$ cat src/rtl/vfifo_pkg.sv
// Shared widths and geometry helpers for the vfifo queue controller slice.
package vfifo_pkg;

    localparam int DATA_WIDTH_DEF = 8;
    localparam int ADDR_WIDTH_DEF = 9;
    localparam int QSEL_WIDTH_DEF = 2;

    function automatic int nq_of(input int qsel_width);
        return 1 << qsel_width;
    endfunction

    function automatic int depth_of(input int addr_width, input int qsel_width);
        return 1 << (addr_width - qsel_width);
    endfunction

    function automatic int ptr_width_of(input int addr_width, input int qsel_width);
        return addr_width - qsel_width;
    endfunction

    // One extra bit so a completely full queue (cnt == D) is representable.
    function automatic int cnt_width_of(input int addr_width, input int qsel_width);
        return addr_width - qsel_width + 1;
    endfunction

endpackage

$ cat src/rtl/vfifo_sc_queue_state.sv
// Per-queue bookkeeping: read/write pointers, occupancy count and registered full/empty flags.
module vfifo_sc_queue_state #(
    parameter int PTR_WIDTH = 7
) (
    input  logic                 clk,
    input  logic                 rst,
    input  logic                 push,
    input  logic                 pop,
    input  logic                 flush,
    output logic [PTR_WIDTH-1:0] wptr,
    output logic [PTR_WIDTH-1:0] rptr,
    output logic                 full,
    output logic                 empty
);

    localparam int CNT_WIDTH = PTR_WIDTH + 1;
    localparam int DEPTH     = 1 << PTR_WIDTH;

    logic [CNT_WIDTH-1:0] cnt;
    logic [CNT_WIDTH-1:0] cnt_next;

    always_comb begin
        cnt_next = cnt;
        if (push && !pop) begin
            cnt_next = cnt + CNT_WIDTH'(1);
        end else if (pop && !push) begin
            cnt_next = cnt - CNT_WIDTH'(1);
        end
    end

    always_ff @(posedge clk) begin
        if (rst || flush) begin
            wptr  <= '0;
            rptr  <= '0;
            cnt   <= '0;
            full  <= 1'b0;
            empty <= 1'b1;
        end else begin
            if (push) begin
                wptr <= wptr + PTR_WIDTH'(1);
            end
            if (pop) begin
                rptr <= rptr + PTR_WIDTH'(1);
            end
            cnt   <= cnt_next;
            full  <= (cnt_next == CNT_WIDTH'(DEPTH));
            empty <= (cnt_next == '0);
        end
    end

endmodule

$ cat src/rtl/vfifo_sc_queue_ctrl.sv
// Multi-queue FIFO controller: carves one dual-port RAM (1-cycle read) into 2**QSEL_WIDTH circular queues.
module vfifo_sc_queue_ctrl
    import vfifo_pkg::*;
#(
    parameter int DATA_WIDTH = DATA_WIDTH_DEF,
    parameter int ADDR_WIDTH = ADDR_WIDTH_DEF,
    parameter int QSEL_WIDTH = QSEL_WIDTH_DEF
) (
    input  logic                            clk,
    input  logic                            rst,
    input  logic                            wr_req,
    input  logic [QSEL_WIDTH-1:0]           wr_sel,
    input  logic [DATA_WIDTH-1:0]           wr_data,
    output logic                            wr_ack,
    input  logic                            rd_req,
    input  logic [QSEL_WIDTH-1:0]           rd_sel,
    output logic                            rd_ack,
    output logic [DATA_WIDTH-1:0]           rd_data,
    output logic                            rd_valid,
    input  logic [nq_of(QSEL_WIDTH)-1:0]    flush,
    output logic [nq_of(QSEL_WIDTH)-1:0]    full,
    output logic [nq_of(QSEL_WIDTH)-1:0]    empty,
    output logic [DATA_WIDTH-1:0]           ram_d_a,
    output logic [ADDR_WIDTH-1:0]           ram_adr_a,
    output logic                            ram_we_a,
    output logic [ADDR_WIDTH-1:0]           ram_adr_b,
    input  logic [DATA_WIDTH-1:0]           ram_q_b
);

    localparam int NQ    = nq_of(QSEL_WIDTH);
    localparam int PTR_W = ptr_width_of(ADDR_WIDTH, QSEL_WIDTH);

    logic [PTR_W-1:0] wptr [NQ];
    logic [PTR_W-1:0] rptr [NQ];
    logic [NQ-1:0]    push;
    logic [NQ-1:0]    pop;

    // Acceptance uses registered flags only: no pass-through on full, no bypass on empty.
    assign wr_ack = wr_req & ~full[wr_sel]  & ~flush[wr_sel] & ~rst;
    assign rd_ack = rd_req & ~empty[rd_sel] & ~flush[rd_sel] & ~rst;

    always_comb begin
        push         = '0;
        pop          = '0;
        push[wr_sel] = wr_ack;
        pop[rd_sel]  = rd_ack;
    end

    assign ram_d_a   = wr_data;
    assign ram_we_a  = wr_ack;
    assign ram_adr_a = {wr_sel, wptr[wr_sel]};
    assign ram_adr_b = {rd_sel, rptr[rd_sel]};
    assign rd_data   = ram_q_b;

    always_ff @(posedge clk) begin
        if (rst) begin
            rd_valid <= 1'b0;
        end else begin
            rd_valid <= rd_ack;
        end
    end

    for (genvar q = 0; q < NQ; q++) begin : g_queue
        vfifo_sc_queue_state #(
            .PTR_WIDTH(PTR_W)
        ) u_state (
            .clk  (clk),
            .rst  (rst),
            .push (push[q]),
            .pop  (pop[q]),
            .flush(flush[q]),
            .wptr (wptr[q]),
            .rptr (rptr[q]),
            .full (full[q]),
            .empty(empty[q])
        );
    end

endmodule

$ cat config.mk
export PLATFORM = sky130hd
export DESIGN_NAME = vfifo_sc_queue_ctrl
export DESIGN_NICKNAME = d
export VERILOG_FILES = /design/src/rtl/vfifo_pkg.sv /design/src/rtl/vfifo_sc_queue_state.sv /design/src/rtl/vfifo_sc_queue_ctrl.sv
export SDC_FILE = /design/constraint.sdc
export NUM_CORES = 1
export LEC_CHECK = 0
export BUFFER_PORTS_ARGS = -buffer_cell sky130_fd_sc_hd__buf_2
export CORE_MARGIN = 1
export CORE_UTILIZATION = 58
export DETAILED_ROUTE_END_ITERATION = 6
export GPL_ROUTABILITY_DRIVEN = 1
export PLACE_DENSITY = 0.8
export SETUP_SLACK_MARGIN = 0.4
export SYNTH_ARGS = -nofsm -noshare
export SYNTH_HDL_FRONTEND = slang
export SYNTH_SLANG_ARGS = --single-unit
$ cat constraint.sdc
create_clock -name clk -period 2.75 [get_ports clk]
set_clock_uncertainty 0.1 [all_clocks]
set_input_delay 0.275 -clock clk [delete_from_list [all_inputs] [get_ports clk]]
set_output_delay 0.275 -clock clk [all_outputs]
set_load 0.03 [all_outputs]
Word level (Yosys, flattened, before mapping)
Cells that the tools add are included.
Widths: inputs -> output; s select.

operators by class
  add/sub/neg operators = 16
  $lt $le $gt $ge = 6
  equal/unequal tests = 4
  mux-type cells = 26
  bitwise operators = 15
  reductions and logical operators = 26

operator list
  cell                 count
  $mux 8               8
  $add 7x1->7 const B  8
  $add 8x1->8 const B  4
  $eq 8x8->1 const B   4
  $logic_not 8->1      4
  $sub 8x1->8 const B  4
  $bmux 7 s2           2
  $mux 7               4
  $logic_and 1x1->1    10
  $and 4x4->4          2
  $bmux 1 s2           4
  $logic_not 1->1      8
  $and 1x1->1          6
  $ge 3x3->1 const B   2
  $lt 2x3->1 const B   2
  $mux 1               6
  $not 2->3            2
  $not 1->1            5
  $demux 1 s2          2
  $ge 2x1->1 const B   2
  $logic_or 1x1->1     4

storage, ports and cells
  bits in registers = 97
  bits of input ports = 28
  output and inout bits = 46
  logic and storage cells = 114

Logic depth before layout (Yosys ltp)
  depth after elaboration = 12
  depth in mapped cells = 9
  depth with buffers taken out = 8

By module
Synthesis repeated with hierarchy kept, for this count alone.

second synthesis, totals
  cell total of the unflattened synthesis = 610
  area total of the unflattened synthesis = 5432.7 um^2

modules (own cells, without submodules)
  module                instances  cells an instance  area an instance (um^2)  sequential area each (um^2)
  vfifo_sc_queue_state  4          135                1176.1                   480.5
  vfifo_sc_queue_ctrl   1          70                 728.2                    20.0

Least setup slack after synthesis
OpenSTA, ideal clock, no wires.

  kind = reg-to-output
  from = register g_queue[0].u_state.full
  to = output wr_ack
  data arrival time = 2.209 ns
  required time = 2.375 ns
  slack = 0.166 ns
  cell stages (with the launch flop) = 6
  buffers on the path = 1
  cells stage by stage = dfxtp_1 -> or3_1 -> nor2_1 -> a21oi_1 -> a211oi_1 -> buf_4

between the ends
  cells in the longest elaborated chain, start to end = 6

RTL lines
  what                          line                        text
  start: declaration            vfifo_sc_queue_state.sv:12  output logic full,
  start signal: assignment      vfifo_sc_queue_state.sv:46  full <= (cnt_next == CNT_WIDTH'(DEPTH));
  $bmux 1 s2                    vfifo_sc_queue_ctrl.sv:39   assign wr_ack = wr_req & ~full[wr_sel] & ~flush[wr_sel] & ~rst;
  $mux 1 (implied by the code)  vfifo_sc_queue_ctrl.sv:39
  $not 1->1                     vfifo_sc_queue_ctrl.sv:39
  $and 1x1->1 (3 in series)     vfifo_sc_queue_ctrl.sv:39
  end: declaration              vfifo_sc_queue_ctrl.sv:14   output logic wr_ack,

No other way between the ends. The select of a mux whose other input is x is not followed.

Worst setup path after layout
  from = register g_queue[2].u_state.full
  to = register g_queue[2].u_state.empty

between the ends
  cells in the longest elaborated chain, start to end = 12
  elaborated cells between the ends (all ways) = 13
  classes of those cells = mux (4); bitwise (5); reduce/logical (4)

RTL lines
  what                              line                        text
  start: declaration                vfifo_sc_queue_state.sv:12
  start signal: assignment          vfifo_sc_queue_state.sv:46
  $bmux 1 s2 (*)                    vfifo_sc_queue_ctrl.sv:39
  $mux 1 (implied by the code) (*)  vfifo_sc_queue_ctrl.sv:39
  $not 1->1 (*)                     vfifo_sc_queue_ctrl.sv:39
  $and 1x1->1 (*) (3 in series)     vfifo_sc_queue_ctrl.sv:39
  $and 4x4->4 (no source line) (*)  -
  $logic_not 1->1                   vfifo_sc_queue_state.sv:26  end else if (pop && !push) begin
  $logic_and 1x1->1                 vfifo_sc_queue_state.sv:26
  $mux 8                            vfifo_sc_queue_state.sv:26
  $mux 8 (*)                        vfifo_sc_queue_state.sv:24  if (push && !pop) begin
  $logic_not 8->1 (*)               vfifo_sc_queue_state.sv:47  empty <= (cnt_next == '0);
  end signal: assignment            vfifo_sc_queue_state.sv:47
  end: declaration                  vfifo_sc_queue_state.sv:13  output logic empty

Mark *: on every way between the ends. The rest lies on a longest branch, timed or not. The select of a mux whose other input is x is not followed.
A chain may end at the register's enable or synchronous reset.

==> qor.json <==
{
  "routing": {
    "drt-pass1-iter-count": 7,
    "final_routed_drc_violation_total": 3,
    "final_antenna_net_count": 0,
    "postRouteWirelength_mm": 12.2,
    "via_count": 4673,
    "number_of_drc_violations_after_detailed_routing_iteration_0": 254,
    "avgRoutedWirePerCell_um": 15.9,
    "routed_vias_inst": 6.09
  },
  "place": {
    "place.port_buffers": 41,
    "dp_hpwl_mm": 9.13,
    "routabilityCongestion": 0.920,
    "post-place-cells": 743
  },
  "clock_network": {
    "numCtsBuffers": 9,
    "cts_max_level": 3,
    "cts_tree": "yes",
    "clock_latency_on_the_worst_skew_pair_ps": 360,
    "clock_tree.root_cell": "clkbuf_8",
    "clk_pin_slew_ps": 90,
    "number_of_sinks_on_the_clock_net": 97,
    "ctsLongestPathBuffers": 2
  },
  "power": {
    "static-leakage-power_nw": 2.18,
    "p_per_area_nw_per_um2": 438,
    "peakVddDrop_mv": 0.272
  },
  "yosys": {
    "synth_area_leaders": "dfxtp_1 36%, nor2_1 6.2%, mux4_2 5.8%, xor2_1 5.7%, xnor2_1 4.9%",
    "synth.yosys.seq_area_share": 0.360,
    "async_reset_ff_frac": 0,
    "ys_warn_count": 0,
    "number_of_enable_flip_flop_cells_after_synthesis": 0,
    "post-synth-top-area-fraction": 0.360,
    "ys_types": 60,
    "synth_area_um2": 5400,
    "synthesis.area_per_instance_um2": 8.54,
    "dominantRegCellSynth": "dfxtp_1",
    "postSynthNetCount": 676,
    "postSynthRegisterBits": 97,
    "cell_taking_the_most_area_after_synthesis": "dfxtp_1",
    "syn-instance-count": 632
  },
  "worst_setup_path": {
    "critPathCaptureType": "flop",
    "timing.reg2reg.worst_path_depth": 6,
    "critical_path.max_fanout": 6,
    "crit_required_ps": 2920,
    "critical_path_destination": "g_queue[2].u_state.empty",
    "r2r-end": "g_queue[2].u_state.empty",
    "crit_start": "g_queue[2].u_state.full",
    "critical_path.reg2reg.startpoint": "g_queue[2].u_state.full",
    "ff2ff_setup_slack_ps": 490,
    "critical_path_arrival_ps": 2430,
    "crit_path_start_kind": "flop",
    "worstSetupPathType": "reg -> reg"
  },
  "global_routing": {
    "number_of_antenna_violations_at_the_first_check_in_global_routing": 0,
    "number_of_global_route_vias_before_repair": 4320,
    "wire_length_of_the_first_global_routing_pass_mm": 20.5,
    "groute.usage.overall": 0.263,
    "globalRoute.totalOverflow": 0,
    "largest_net_degree_at_the_start_of_global_routing": 25
  },
  "sta": {
    "final_min_period_over_clock_period": 0.822,
    "rsz_0062_raised_after_global_routing": "true",
    "slew_headroom": 0.631,
    "timing.setup.tns_ps": 0,
    "maxClockFrequency_ghz": 0.442,
    "timing.final.setup_violations": 0,
    "timing_worst_slew_pin_value_ps": 549,
    "hold_viol_final": 0,
    "drv_slew": 0,
    "final.min_clock_period_ps": 2260
  },
  "flow_run": {
    "timing.max_cap.violations": 0
  },
  "layout": {
    "finish.utilization": 0.673,
    "synthToLayoutAreaGrowth_pct": 10.2,
    "nNetsFinal": 698,
    "seqCellArea_um2": 1950,
    "layoutNonFillerInstCount": 767,
    "layout.cells.most_common": "dfxtp_1",
    "layout-drive-gt1-share": 0.194,
    "antenna_cells_inserted": 0,
    "layout.filler_cells": 684,
    "layout_common_cells": "95 x dfxtp_1, 89 x nor2_1, 55 x nand2_1",
    "multi_input_area_um2": 3190
  },
  "die": {
    "core_um2": 8850,
    "floorplan.die.width_um": 98.5,
    "io_pins": 74,
    "starting_density_of_the_core": 0.610,
    "std_cell_rows": 34,
    "die_h_um": 98.5,
    "die-area_um2": 9700
  },
  "run_status": {
    "outcome": "finished, violations left",
    "failed_checks": "DRC"
  },
  "hold_path": {
    "worstHoldPathType": "in -> reg"
  }
}
## critical path, stage by stage (launching register included)
cell	delay, ps
dfxtp_4	370
or4_4	570
or4_4	450
o22ai_2	120
xor2_1	100
buf_4	140
o41ai_2	320
## routing by layer
| layer | part of all wire | track usage | routed length (µm) | vias up |
|---|---|---|---|---|
| met5 | 0 | 0 | 0 | - |
| met4 | 0.030 | 0.110 | 365 | 0 |
| met3 | 0.065 | 0.0461 | 792 | 37 |
| met2 | 0.47 | 0.426 | 5710 | 178 |
| met1 | 0.44 | 0.350 | 5330 | 2196 |
| li1 | - | - | - | 2262 |
## synth_stat cells, types with 3 or more instances
cell type  count
or2_2          5
nand2_1       57
nor4_1         9
and2_1        10
nand2b_1       8
buf_4         29
nor4_2         4
nor2_1        89
xnor2_1       30
buf_1          3
and3_1         8
a211oi_1       8
buf_2          5
o21ai_0       21
and4_1         4
mux2i_1        3
mux4_2        14
or3_1         12
nand3_1       24
inv_1         12
a31oi_1        4
a22oi_1        3
dfxtp_1       97
nand4_1       25
xor2_1        35
clkbuf_1      19
ha_1          16
a21oi_1       22
nor3_1        19
## metrics by stage
stage	instance area, µm²	setup slack [ps]	power, mW	hold slack, ps
finish	5950	489	2.61	156
global route	5950	329	2.70	162
CTS	5820	393	2.62	129
detailed placement	5570	97.7	1.59	385
global placement	5570	162	1.58	370
floorplan	5420	423	1.59	287
## cells by family after synthesis
logic type | count (synthesis) | share of synthesized area
AO/OA/AOI/OAI | 83 | 0.101
multiplexers | 17 | 0.0639
buffers and inverters | 68 | 0.0686
XOR/XNOR | 65 | 0.105
AND/OR/NAND/NOR | 286 | 0.265
flip-flops | 97 | 0.360
adder cells (fa/ha/maj) | 16 | 0.0371
## worst min path at each step
stage,startpoint,to,slack [ps],depth (start not counted)
5_1_grt,flush[2],g_queue[2].u_state.empty,160,3
6_report,flush[0],g_queue[0].u_state.empty,160,3
3_3_place_gp,g_queue[2].u_state.wptr[6],g_queue[2].u_state.wptr[6],370,2
2_1_floorplan,flush[0],g_queue[0].u_state.empty,290,2
3_5_place_dp,g_queue[2].u_state.wptr[6],g_queue[2].u_state.wptr[6],390,2
4_1_cts,flush[0],g_queue[0].u_state.empty,130,3
## flip-flops by register name (all words and copies together), names as in the netlist
register	count
g_queue.u_state.cnt	32
g_queue.u_state.empty	4
g_queue.u_state.full	4
g_queue.u_state.rptr	28
g_queue.u_state.wptr	28
rd_valid	1
## timing repair
action | in CTS | in global routing
setup endpoints to repair | 5 | 11
hold buffers | 0 | 0
pin swaps | 1 | 4
buffers inserted | 2 | 6
gates resized for setup | 2 | 22
## cell type report
class / count / area share
Inverter: 12 / 0.00757
Sequential cell: 97 / 0.327
Multi-Input combinational cell: 467 / 0.537
Clock buffer: 10 / 0.0231
Timing Repair Buffer: 67 / 0.0677
Tap cell: 108 / 0.0227
Clock inverter: 6 / 0.0153
## where the power goes
part	switching (mW)	internal [mW]
registers	0.00422	1.41
clock network	0.504	0.538
logic	0.101	0.0538
Power figures use the tool's default switching activity.
